[config.mk]
export PLATFORM = sky130hd
export DESIGN_NAME = controle_execucao
export DESIGN_NICKNAME = d
export VERILOG_FILES = /design/src/rtl/controle_execucao_pkg.sv /design/src/rtl/controle_execucao_debounce_botao.sv /design/src/rtl/controle_execucao.sv
export SDC_FILE = /design/constraint.sdc
export NUM_CORES = 1
export LEC_CHECK = 0
export CORE_MARGIN = 3
export CORE_UTILIZATION = 57
export DETAILED_ROUTE_END_ITERATION = 12
export PLACE_DENSITY = 0.93
export SYNTH_ARGS = -nofsm -noshare
export SYNTH_HDL_FRONTEND = slang
export SYNTH_SLANG_ARGS = --single-unit
[constraint.sdc]
create_clock -name CLK -period 5.6 [get_ports CLK]
set_input_delay 0.56 -clock CLK [delete_from_list [all_inputs] [get_ports CLK]]
set_output_delay 0.56 -clock CLK [all_outputs]
set_load 0.02 [all_outputs]
[src/rtl/controle_execucao_pkg.sv]
// Shared definitions for the execution controller.
//   - Default opcodes for the IN (switches -> register) and HLT instructions.
//   - 2-bit FSM state encoding used by controle_execucao.
package controle_execucao_pkg;

    localparam logic [4:0] OPC_IN_DEFAULT  = 5'b11100;
    localparam logic [4:0] OPC_HLT_DEFAULT = 5'b11111;

    localparam logic [1:0] ST_RUN       = 2'd0;
    localparam logic [1:0] ST_WAIT_IN   = 2'd1;
    localparam logic [1:0] ST_STEP_WAIT = 2'd2;
    localparam logic [1:0] ST_HALTED    = 2'd3;

endpackage

[src/rtl/controle_execucao_debounce_botao.sv]
// Push-button conditioning: 2-flop synchronizer, debouncer and press pulse.
// Ports:
//   clk_i    system clock
//   rst_i    asynchronous active-high reset
//   botao_i  raw push-button level (asynchronous to clk_i)
//   press_o  one-cycle pulse on each debounced rising edge
module debounce_botao #(
    parameter int DEBOUNCE_CYCLES = 50000
) (
    input  logic clk_i,
    input  logic rst_i,
    input  logic botao_i,
    output logic press_o
);

    localparam int            CW       = $clog2(DEBOUNCE_CYCLES + 1);
    localparam logic [CW-1:0] CNT_LAST = CW'(DEBOUNCE_CYCLES - 1);

    logic          sync1_q, sync2_q;
    logic          level_q, level_d;
    logic          press_q, press_d;
    logic [CW-1:0] cnt_q, cnt_d;

    // The level flips on the cycle that completes a run of DEBOUNCE_CYCLES
    // consecutive disagreeing samples; any agreeing sample restarts the run.
    always_comb begin
        level_d = level_q;
        cnt_d   = '0;
        press_d = 1'b0;
        if (sync2_q != level_q) begin
            if (cnt_q == CNT_LAST) begin
                level_d = ~level_q;
                press_d = ~level_q;
            end else begin
                cnt_d = cnt_q + CW'(1);
            end
        end
    end

    always_ff @(posedge clk_i or posedge rst_i) begin
        if (rst_i) begin
            sync1_q <= 1'b0;
            sync2_q <= 1'b0;
            level_q <= 1'b0;
            press_q <= 1'b0;
            cnt_q   <= '0;
        end else begin
            sync1_q <= botao_i;
            sync2_q <= sync1_q;
            level_q <= level_d;
            press_q <= press_d;
            cnt_q   <= cnt_d;
        end
    end

    assign press_o = press_q;

endmodule

[src/rtl/controle_execucao.sv]
// Execution controller for the single-cycle datapath.
// Decodes the current OpCode to gate PC advance and register write-back,
// freezes on IN until a debounced button press, freezes forever on HLT,
// supports single-step mode and counts retired instructions.
// Ports:
//   CLK, Reset     clock, asynchronous active-high reset
//   OpCode         Instrucao[31:27] of the instruction at PC
//   Botao          raw push-button
//   StepMode       1 = single-step
//   Stall          1 = PC holds (datapath HLT)
//   WriteGate      0 = suppress register write
//   EsperaEntrada  1 while waiting for input
//   Parado         1 while halted
//   InstrCount     retired-instruction count
module controle_execucao
    import controle_execucao_pkg::*;
#(
    parameter int         DEBOUNCE_CYCLES = 50000,
    parameter logic [4:0] OPC_IN          = OPC_IN_DEFAULT,
    parameter logic [4:0] OPC_HLT         = OPC_HLT_DEFAULT
) (
    input  logic        CLK,
    input  logic        Reset,
    input  logic [4:0]  OpCode,
    input  logic        Botao,
    input  logic        StepMode,
    output logic        Stall,
    output logic        WriteGate,
    output logic        EsperaEntrada,
    output logic        Parado,
    output logic [31:0] InstrCount
);

    logic        press;
    logic [1:0]  state_q, state_d;
    logic [31:0] count_q, count_d;
    logic        stall_c, wgate_c;

    debounce_botao #(
        .DEBOUNCE_CYCLES(DEBOUNCE_CYCLES)
    ) u_debounce (
        .clk_i   (CLK),
        .rst_i   (Reset),
        .botao_i (Botao),
        .press_o (press)
    );

    // Press pulses outside WAIT_IN / STEP_WAIT fall through unused.
    always_comb begin
        state_d = state_q;
        stall_c = 1'b1;
        wgate_c = 1'b0;
        case (state_q)
            ST_RUN: begin
                if (OpCode == OPC_HLT) begin
                    state_d = ST_HALTED;
                end else if (OpCode == OPC_IN) begin
                    state_d = ST_WAIT_IN;
                end else begin
                    stall_c = 1'b0;
                    wgate_c = 1'b1;
                    state_d = StepMode ? ST_STEP_WAIT : ST_RUN;
                end
            end
            ST_WAIT_IN: begin
                if (press) begin
                    stall_c = 1'b0;
                    wgate_c = 1'b1;
                    state_d = ST_RUN;
                end
            end
            ST_STEP_WAIT: begin
                // Release only; the next instruction retires from RUN.
                if (press) state_d = ST_RUN;
            end
            default: state_d = ST_HALTED;
        endcase
    end

    // Reset forces the frozen view on the combinational outputs too.
    assign Stall     = Reset | stall_c;
    assign WriteGate = ~Reset & wgate_c;

    assign count_d = Stall ? count_q : count_q + 32'd1;

    always_ff @(posedge CLK or posedge Reset) begin
        if (Reset) begin
            state_q <= ST_RUN;
            count_q <= '0;
        end else begin
            state_q <= state_d;
            count_q <= count_d;
        end
    end

    assign EsperaEntrada = (state_q == ST_WAIT_IN);
    assign Parado        = (state_q == ST_HALTED);
    assign InstrCount    = count_q;

endmodule

### Word level (Yosys, flattened, before mapping)

Index checks and enable logic that the tools add are counted.
Widths: inputs -> output; s select.

* bits in latches: 0
* bits in writable memories: 0
* bits of input ports: 9
* memory bits (read-only): 0
* bits in registers: 54
* output and inout bits: 36
* word-level logic and storage cells: 41
* memories: 0

* equality and inequality tests: 8
* $add $sub $neg: 2
* $lt $le $gt $ge: 0
* reductions and logical operators: 3
* div/mod/pow operators: 0
* multiplexer cells: 17
* bitwise gates (word level): 4
* multipliers: 0
* shift operators: 0

Operator list (number)
* $add 32x1->32 const B: 1
* $mux 16: 2
* $add 16x1->16 const B: 1
* $eq 16x16->1 const B: 1
* $eq 5x5->1 const B: 2
* $mux 1: 8
* $mux 2: 4
* $eq 2x2->1 const B: 2
* $pmux 1 s2: 2
* $pmux 2 s2: 1
* $eq 2x1->1 const B: 1
* $logic_not 2->1: 1
* $ne 2x1->1 const B: 1
* $not 1->1: 2
* $reduce_and 2->1: 1
* $reduce_or 2->1: 1
* $and 1x1->1: 1
* $ne 1x1->1: 1
* $or 1x1->1: 1

### Longest topological paths before layout

Gate-level depths: netlist of the first run.

* word-level depth: 5
* depth in mapped cells: 7
* gate-level depth less buffers: 7

### Cells and area by module

Synthesis of the first run repeated with hierarchy kept, for this count alone.

* cell total of the unflattened synthesis: 244
* area total of the unflattened synthesis: 2648.8 um^2

Modules (own cells, without submodules)
* controle_execucao: times used 1, cells each 157, seq. area each 850.8 um^2, area each 1717.9 um^2
* debounce_botao: times used 1, cells each 87, seq. area each 500.5 um^2, area each 930.9 um^2

### Least setup slack after synthesis of the first run

OpenSTA, ideal clock, no wires.

* kind: reg2out
* start: register state_q[0]
* end: output Stall
* arrival: 1.323 ns
* data required time: 5.040 ns
* cell stages (with the launch flop): 6
* path buffers: 0
* path slack: 3.717 ns
* path through: dfrtp_1 -> inv_1 -> ha_1 -> and4_4 -> a211oi_2 -> inv_2

* word-level cells in the longest chain between the ends: 3
* elaborated cells on any way between the ends: 4
* classes of those cells: 1 x eq/ne; 1 x mux; 1 x bitwise; 1 x reduce/logical

Ends and longest elaborated chain
* from (decl): RTL line controle_execucao.sv:35 `logic [1:0] state_q, state_d;`
* from (signal assigned): RTL line controle_execucao.sv:91 `state_q <= state_d;`
* $eq 2x1->1 or $logic_not 2->1 (tied branches): RTL line controle_execucao.sv:53 `case (state_q)`
* $pmux 1 s2 *: RTL line controle_execucao.sv:53
* $or 1x1->1 *: RTL line controle_execucao.sv:81 `assign Stall = Reset | stall_c;`
* to (decl): RTL line controle_execucao.sv:27 `output logic Stall,`

Mark *: on every way between the ends. The rest lies on a longest branch, timed or not.

### Worst setup path after layout of the first run

Ends and elaborated chain as after synthesis.

==> results.sh, run 1 <==
export IMPL_status="completed"
export IMPL_stdcell_area_sq_um=3290
export IMPL_worst_slack_ps=2220
export IMPL_drv_cap=0
export IMPL_gp_congestion=0.842
export IMPL_period_needed_ps=3380
export IMPL_hold_viol=0
export IMPL_postCtsSetupBuffers=0
export IMPL_drt_iter0_drc=119
export IMPL_wl_per_cell_microns=17.5
export IMPL_post_route_period_util=0.604
export IMPL_dp_slack_ps=2310
export IMPL_chipWidth_microns=75.0
export IMPL_clockBufferDepth=2
export IMPL_path_clk_slew_ps=90
export IMPL_fin_skew_ps=7.61
export IMPL_tightest_slew_ps=1110
export IMPL_ant_nets=0
export IMPL_htreeDepth=2
export IMPL_cpMaxStageDelayCell="a211oi_2"
export IMPL_drv_slew=0
export IMPL_min_path_type="reg -> reg"
export IMPL_wl_met2_microns=2850
export IMPL_critical_path_class="reg -> out"
export IMPL_layout_drive_gt1_share=0.0772
export IMPL_nets=312
export IMPL_first_pass_iters=4
export IMPL_clock_latency_ps=310
export IMPL_p_leak_nw=1.34
export IMPL_cts_hold_fix_buffers=0
export IMPL_grt_usage=0.236
export IMPL_holdWs_ps=354
export IMPL_io_pins=45
export IMPL_placed_area_sq_um=3180
export IMPL_ys_warn_count=0
export IMPL_worstPathArrival_ps=2820
export IMPL_grt_pass1_wl_microns=9940
export IMPL_wl_microns=6140
export IMPL_final_setup_tns_ps=0
export IMPL_crit_fanout=13
export IMPL_antenna_found_initial=0
export IMPL_required_ps=5040
export IMPL_crit_path_end_kind="primary output"
export IMPL_max_stage_delay_ps=710
export IMPL_worstPathCellList="inv_1 -> ha_1 -> and4_4 -> a211oi_2 -> inv_2 -> clkdlybuf4s50_1"
export IMPL_ir_worst_vdd_mv=0.184
export IMPL_ctsRootBufferMaster="clkbuf_8"
export IMPL_dr_max_layer_used="met4"
export IMPL_synth_cells=254
export IMPL_die_h_microns=75.0
export IMPL_crit_family="buffers and inverters"
export IMPL_cts_tree="done"
export IMPL_die_area_sq_um=5620
export IMPL_synth_seq_cells=54
export IMPL_core_rowCount=24
export IMPL_antenna_cells=0
export IMPL_yosys_cell_types_count=37
export IMPL_vias=2146
export IMPL_portBuffers=44
export IMPL_cts_buffers=5
export IMPL_drc_errors=0
export IMPL_rsz0062_at_grt="no"
export IMPL_area_delta_synth_final_pct=21.5
export IMPL_syn_nets=268
export IMPL_hpwlAfterDp_microns=4300
export IMPL_fillers=319
export IMPL_met3_length_microns=428
export IMPL_coreArea_sq_um=4470
export IMPL_synth_avg_cell_area_sq_um=10.7
export IMPL_crit_buf_inv=3
export IMPL_syn_area_sq_um=2710
export IMPL_finalSetupViolCount=0
export IMPL_viasPerCell=6.13
export IMPL_grt_max_degree=55
export IMPL_wl_met1_microns=2700
export IMPL_grt_pass1_vias=2116
export IMPL_cts_num_sinks=54
export IMPL_powerDensity_nw_per_um2=222
export IMPL_grt_overflow_total=0
export IMPL_cts_resized=0
export IMPL_worstSetupStartpointType="flip-flop"
export IMPL_max_slew_margin=0.259
export IMPL_initial_core_util=0.606
export IMPL_ys_seq_area_frac=0.499
export IMPL_fmax_mhz=296
final timing paths:
path	from	slack, ps	to	depth (start not counted)
worst max-delay path	state_q[0]	2220	Stall	6
worst max register to register	state_q[0]	3080	InstrCount[31]	7
max in group asynchronous	Reset	3950	u_debounce.cnt_q[5]	2
worst min-delay path	u_debounce.sync1_q	350	u_debounce.sync2_q	0
worst min register to register	u_debounce.sync1_q	350	u_debounce.sync2_q	0
min in group asynchronous	Reset	960	InstrCount[9]	2
where the power goes:
group	internal (mW)	leakage (nW)	switching (mW)
sequential	0.399	0.691	0.0121
combinational	0.0241	0.597	0.0286
clock	0.143	0.0573	0.124
total	0.567	1.34	0.165
cells in the final DEF (no fill, tap or decap), drive strengths merged, types with 2 or more instances in the layout:
cell | synthesis | routed
clkbuf | 4 | 6
nor4bb | 2 | 2
a21oi | 6 | 6
nor2 | 16 | 16
nand4 | 20 | 20
xnor2 | 17 | 17
nand3 | 16 | 16
clkdlybuf4s50 | 0 | 44
nand2 | 20 | 20
nor3 | 14 | 14
dfrtp | 54 | 54
and2 | 4 | 4
or3 | 2 | 2
and3 | 11 | 11
o21ai | 2 | 2
nor4 | 4 | 4
inv | 6 | 6
xor2 | 27 | 27
ha | 5 | 5
and4 | 8 | 8
synth_stat cells:
master / number / area [sq um]
xnor2_1: 17 / 149
inv_2: 1 / 3.75
mux2i_1: 1 / 10.0
nor2_1: 16 / 60.1
nor4_2: 4 / 50.1
mux2_2: 1 / 11.3
nor3_2: 7 / 70.1
and4_4: 1 / 11.3
xor2_1: 27 / 236
buf_2: 2 / 10.0
a22oi_1: 1 / 7.51
nand4_1: 20 / 125
or3_1: 2 / 12.5
a311o_1: 1 / 10.0
a2111o_1: 1 / 11.3
dfrtp_1: 54 / 1350
nand2_1: 20 / 75.1
o31ai_1: 1 / 7.51
o21ai_0: 2 / 10.0
ha_1: 5 / 62.6
a21oi_1: 6 / 30.0
and3_1: 11 / 68.8
or4_1: 1 / 7.51
a31oi_1: 1 / 6.26
and4_1: 7 / 61.3
a211o_1: 1 / 8.76
buf_6: 1 / 11.3
nor3_1: 7 / 35.0
nand4b_1: 1 / 8.76
nand3_1: 16 / 80.1
nor4bb_1: 2 / 20.0
and2_1: 4 / 25.0
clkbuf_1: 4 / 15.0
inv_1: 5 / 18.8
a211oi_2: 1 / 12.5
nor4b_1: 1 / 8.76
nor3b_1: 1 / 7.51
per-stage QoR:
step | total power, mW | std cells | util
final | 0.732 | 350 | 0.736
after global routing | 0.752 | 350 | 0.736
after CTS | 0.734 | 350 | 0.736
after detailed placement | 0.472 | 343 | 0.711
after global placement | 0.470 | 343 | 0.711
after floorplan | 0.443 | 254 | -
flip-flops by register name, indices dropped and copies added, names as in the netlist:
name                cells
u_debounce.press_o      1
u_debounce.sync1_q      1
u_debounce.sync2_q      1
u_debounce.level_q      1
state_q                 2
InstrCount             32
u_debounce.cnt_q       16
worst reg2reg max path, stage by stage (launching register included):
cell and delay, ps:
dfrtp_1 410, inv_1 60, ha_1 260, and4_4 230, a211oi_2 710, inv_2 240
nor4_2 360, xor2_1 190
logic make-up after synthesis:
logic type / share of synthesized area
mux: 0.00785
simple gates: 0.268
compound gates: 0.0383
flops: 0.499
xor+xnor: 0.142
buf+inv: 0.0217
fa+ha+maj: 0.0231
cell type report:
| type | count | area, sq um | area share |
|---|---|---|---|
| Clock buffer | 6 | 82.6 | 0.0251 |
| Clock inverter | 1 | 30.0 | 0.00912 |
| Inverter | 6 | 22.5 | 0.00684 |
| Multi-Input combinational cell | 187 | 1300 | 0.395 |
| Sequential cell | 54 | 1350 | 0.410 |
| Tap cell | 52 | 65.1 | 0.0198 |
| Timing Repair Buffer | 44 | 440 | 0.134 |
layer usage:
| layer | vias to the layer above | global-route usage |
|---|---|---|
| li1 | 993 | - |
| met1 | 1052 | 0.315 |
| met2 | 79 | 0.370 |
| met3 | 22 | 0.0587 |
| met4 | 0 | 0.0929 |
| met5 | - | 0 |
No activity file was read; power rests on OpenSTA's default activity.
==> run 2, diff against run 1 <==
--- a/config.mk
+++ b/config.mk
@@ -6,9 +6,9 @@
 export NUM_CORES = 1
 export LEC_CHECK = 0
 export CORE_MARGIN = 3
-export CORE_UTILIZATION = 57
+export CORE_UTILIZATION = 48
 export DETAILED_ROUTE_END_ITERATION = 12
-export PLACE_DENSITY = 0.93
+export PLACE_DENSITY = 0.84
 export SYNTH_ARGS = -nofsm -noshare
 export SYNTH_HDL_FRONTEND = slang
 export SYNTH_SLANG_ARGS = --single-unit
==> constraint.sdc (replaced) <==
create_clock -name CLK -period 3.1 [get_ports CLK]
set_input_delay 0.31 -clock CLK [delete_from_list [all_inputs] [get_ports CLK]]
set_output_delay 0.31 -clock CLK [all_outputs]
set_load 0.02 [all_outputs]
==> results.sh, run 2 (synthesis gave the netlist of run 1 again) <==
export IMPL_largest_register_ffs=32
export IMPL_layout_commonest_cell="dfrtp_1"
export IMPL_post_route_period_util=0.830
export IMPL_postCtsSetupBuffers=0
export IMPL_layout_drive_gt1_share=0.0864
export IMPL_fillers=432
export IMPL_core_rowCount=26
export IMPL_path_clk_slew_ps=100
export IMPL_gp_congestion=0.840
export IMPL_critPathLaunch="state_q[0]"
export IMPL_grt_pass1_wl_microns=9230
export IMPL_antenna_cells=0
export IMPL_dp_slack_ps=777
export IMPL_rr_endpoint="InstrCount[26]"
export IMPL_viasPerCell=5.68
export IMPL_rsz0062_at_grt="no"
export IMPL_cts_tree="done"
export IMPL_drc_errors=0
export IMPL_max_stage_delay_ps=570
export IMPL_grt_usage=0.176
export IMPL_io_pins=45
export IMPL_drv_slew=0
export IMPL_wl_per_cell_microns=14.6
export IMPL_worstPathArrival_ps=2260
export IMPL_ir_worst_vdd_mv=0.303
export IMPL_reg2reg_from="state_q[0]"
export IMPL_worstPathCellList="inv_1 -> ha_1 -> and4_4 -> a211oi_2 -> inv_2 -> clkdlybuf4s50_1"
export IMPL_coreArea_sq_um=5270
export IMPL_ant_nets=0
export IMPL_area_delta_synth_final_pct=24.0
export IMPL_portBuffers=44
export IMPL_clockBufferDepth=2
export IMPL_crit_path_end_kind="primary output"
export IMPL_crit_buf_inv=3
export IMPL_multiInputGateArea_sq_um=1300
export IMPL_seq_area_sq_um=1350
export IMPL_period_needed_ps=2570
export IMPL_status="completed"
export IMPL_die_h_microns=81.1
export IMPL_cts_hold_fix_buffers=0
export IMPL_critical_path_class="reg -> out"
export IMPL_final_cell_mix="dfrtp_1, clkdlybuf4s50_1, xor2_1, nand4_1, nand2_1"
export IMPL_max_slew_margin=0.569
export IMPL_cpMaxStageDelayCell="clkdlybuf4s50_1"
export IMPL_p_leak_nw=1.37
export IMPL_required_ps=2790
export IMPL_chipWidth_microns=81.1
export IMPL_cts_buffers=5
export IMPL_final_core_util=0.637
export IMPL_fin_skew_ps=9.70
export IMPL_htreeDepth=2
export IMPL_drv_cap=0
export IMPL_min_path_type="in -> async"
export IMPL_clock_latency_ps=300
export IMPL_fmax_mhz=389
export IMPL_first_pass_iters=4
export IMPL_initial_core_util=0.514
export IMPL_finalSetupViolCount=0
export IMPL_die_area_sq_um=6580
export IMPL_wl_microns=5420
export IMPL_regToRegSetupSlack_ps=890
export IMPL_worst_slack_ps=527
export IMPL_drt_iter0_drc=116
export IMPL_cts_num_sinks=54
export IMPL_crit_family="buffers and inverters"
export IMPL_nets=314
export IMPL_grt_overflow_total=0
export IMPL_tightest_slew_ps=646
export IMPL_report_power_total_mw=1.40
export IMPL_grt_pass1_vias=1977
export IMPL_grt_max_degree=49
export IMPL_ctsRootBufferMaster="clkbuf_8"
export IMPL_cts_resized=0
export IMPL_antenna_found_initial=0
export IMPL_vias=2108
export IMPL_hold_viol=0
export IMPL_powerDensity_nw_per_um2=417
export IMPL_final_setup_tns_ps=0
export IMPL_r2r_cells=6
export IMPL_hpwlAfterDp_microns=3940
export IMPL_crit_fanout=8
export IMPL_worstSetupStartpointType="flip-flop"
run 2: how the worst max path moves through the flow:
stage / endpoint / slack (ps) / cells past startpoint
after global routing: Stall / 400 / 6
after CTS: Stall / 510 / 6
after detailed placement: Stall / 780 / 5
final: Stall / 530 / 6
after floorplan: InstrCount[30] / 1220 / 7
after global placement: Stall / 790 / 5
run 2: report_power, final:
group	internal, mW	total (mW)	switching [mW]	leakage (nW)
combinational	0.0444	0.0955	0.0511	0.607
clock	0.344	0.564	0.220	0.0714
sequential	0.721	0.743	0.0210	0.691
total	1.11	1.40	0.292	1.37
run 2: metal layers:
layer / wire length (microns) / part of all wire / GRT usage / vias to the layer above
met5: 0 / 0 / 0 / -
met4: 63 / 0.012 / 0.0507 / 0
met3: 228 / 0.042 / 0.0277 / 7
met2: 2520 / 0.47 / 0.273 / 52
met1: 2600 / 0.48 / 0.256 / 1044
li1: - / - / - / 1005
run 2: area by class of cell:
cell class,count,share of cell area
tap,70,0.0261
sequential,54,0.402
clock buffer,6,0.0246
inverter,6,0.00670
multi-input combinational,187,0.387
clock inverter,2,0.0179
timing repair buffer,46,0.136
run 2: through the flow:
stage	hold slack, ps	area (sq um)	std cells
detailed placement	341	3220	363
finish	295	3360	371
global placement	334	3220	363
CTS	291	3360	371
global route	334	3360	371
floorplan	331	2710	254
==> run 3, diff against run 2 <==
==> constraint.sdc (replaced) <==
create_clock -name CLK -period 2.1 [get_ports CLK]
set_input_delay 0.21 -clock CLK [delete_from_list [all_inputs] [get_ports CLK]]
set_output_delay 0.21 -clock CLK [all_outputs]
set_load 0.02 [all_outputs]
==> results.sh, run 3 (synthesis gave the netlist of run 1 again) <==
export IMPL_status="completed"
export IMPL_worst_slack_ps=82.4
export IMPL_max_slew_margin=0.697
export IMPL_coreArea_sq_um=5270
export IMPL_required_ps=2330
export IMPL_drv_cap=0
export IMPL_ctsRootBufferMaster="clkbuf_8"
export IMPL_rsz0062_at_grt="no"
export IMPL_ant_nets=0
export IMPL_portBuffers=44
export IMPL_grt_max_degree=40
export IMPL_cts_tree="done"
export IMPL_p_leak_nw=1.49
export IMPL_pwr_share_comb=0.081
export IMPL_htreeDepth=2
export IMPL_cts_buffers=5
export IMPL_clock_latency_ps=320
export IMPL_crit_path_end_kind="flip-flop"
export IMPL_grt_pass1_vias=2157
export IMPL_cts_hold_fix_buffers=0
export IMPL_initial_core_util=0.514
export IMPL_ir_worst_vdd_mv=0.503
export IMPL_grt_usage=0.201
export IMPL_gp_congestion=0.794
export IMPL_core_rowCount=26
export IMPL_post_route_period_util=0.961
export IMPL_finalSetupViolCount=0
export IMPL_wl_per_cell_microns=16.2
export IMPL_powerDensity_nw_per_um2=542
export IMPL_worstPathCellList="inv_1 -> ha_1 -> and4_4 -> a2111o_1 -> buf_12 -> nor3_1 -> xor2_1"
export IMPL_io_pins=45
export IMPL_area_delta_synth_final_pct=27.7
export IMPL_drt_iter0_drc=178
export IMPL_chipWidth_microns=81.1
export IMPL_power_switching_uw=467
export IMPL_clockBufferDepth=2
export IMPL_critical_path_class="reg -> reg"
export IMPL_hpwlAfterDp_microns=4330
export IMPL_min_path_type="in -> async"
export IMPL_crit_fanout=14
export IMPL_period_needed_ps=2020
export IMPL_grt_overflow_total=0
export IMPL_internal_power_mw=1.41
export IMPL_clkPwrFrac=0.334
export IMPL_drv_slew=0
export IMPL_seqPwrFrac=0.585
export IMPL_antenna_found_initial=0
export IMPL_drc_errors=0
export IMPL_crit_buf_inv=2
export IMPL_final_cell_mix="dfrtp_1, clkdlybuf4s50_1, xor2_1, nand4_1, nand2_1"
export IMPL_first_pass_iters=5
export IMPL_antenna_cells=0
export IMPL_nets=323
export IMPL_dp_slack_ps=13.1
export IMPL_path_clk_slew_ps=100
export IMPL_viasPerCell=5.72
export IMPL_layout_commonest_cell="dfrtp_1"
export IMPL_report_power_total_mw=1.87
export IMPL_largest_register_ffs=32
export IMPL_worstSetupStartpointType="flip-flop"
export IMPL_crit_family="compound AO/OA/AOI/OAI gates"
export IMPL_die_h_microns=81.1
export IMPL_die_area_sq_um=6580
export IMPL_max_stage_delay_ps=450
export IMPL_vias=2175
export IMPL_wl_microns=6170
export IMPL_cpMaxStageDelayCell="a2111o_1"
export IMPL_fin_skew_ps=17.2
export IMPL_fmax_mhz=496
export IMPL_grt_pass1_wl_microns=10200
export IMPL_power_share_switching=0.249
export IMPL_worstPathArrival_ps=2250
export IMPL_final_setup_tns_ps=0
export IMPL_tightest_slew_ps=453
export IMPL_holdWs_ps=321
export IMPL_hold_viol=0
export IMPL_cts_num_sinks=54
export IMPL_layout_drive_gt1_share=0.123
==> run 3: per-stage QoR <==
| stage | util | cell area (sq um) | std cells |
|---|---|---|---|
| after floorplan | - | 2710 | 254 |
| after global placement | 0.625 | 3290 | 370 |
| after detailed placement | 0.625 | 3290 | 370 |
| after CTS | 0.650 | 3420 | 380 |
| after global routing | 0.657 | 3460 | 380 |
| final | 0.657 | 3460 | 380 |
==> run 3: area by class of cell <==
class	count	area, sq um
fill	422	1810
multi-input combinational	187	1360
sequential	54	1350
timing repair buffer	55	546
tap	70	87.6
clock buffer	6	82.6
inverter	6	22.5
clock inverter	2	17.5
==> run 3: power by group through the flow <==
| stage | clock network (mW) | registers (mW) | logic (mW) |
|---|---|---|---|
| 6_report | 0.626 | 1.10 | 0.152 |
| 2_1_floorplan | 0 | 1.13 | 0.0466 |
| 3_5_place_dp | 0 | 1.12 | 0.150 |
| 3_3_place_gp | 0 | 1.12 | 0.147 |
| 4_1_cts | 0.638 | 1.10 | 0.154 |
| 5_1_grt | 0.681 | 1.10 | 0.165 |
==> run 3: what timing repair did <==
action	4_1_cts	5_1_grt
buffers inserted	2	0
gates resized for setup	4	7
setup endpoints to repair	1	6
pin swaps	0	2
==> run 3: worst paths after layout <==
kind	startpoint	slack, ps	end	cells past startpoint
worst min-delay path	Reset	320	InstrCount[4]	2
max in group asynchronous	Reset	1240	u_debounce.sync1_q	3
worst max register to register	state_q[1]	80	InstrCount[24]	7
worst min register to register	u_debounce.sync1_q	360	u_debounce.sync2_q	0
worst max-delay path	state_q[1]	80	InstrCount[24]	7
min in group CLK	Botao	340	u_debounce.sync1_q	1
==> run 3: routing by layer <==
| layer | GRT usage | part of all wire |
|---|---|---|
| met5 | 0 | 0 |
| met4 | 0.0473 | 0.018 |
| met3 | 0.0466 | 0.051 |
| met2 | 0.303 | 0.47 |
| met1 | 0.295 | 0.46 |
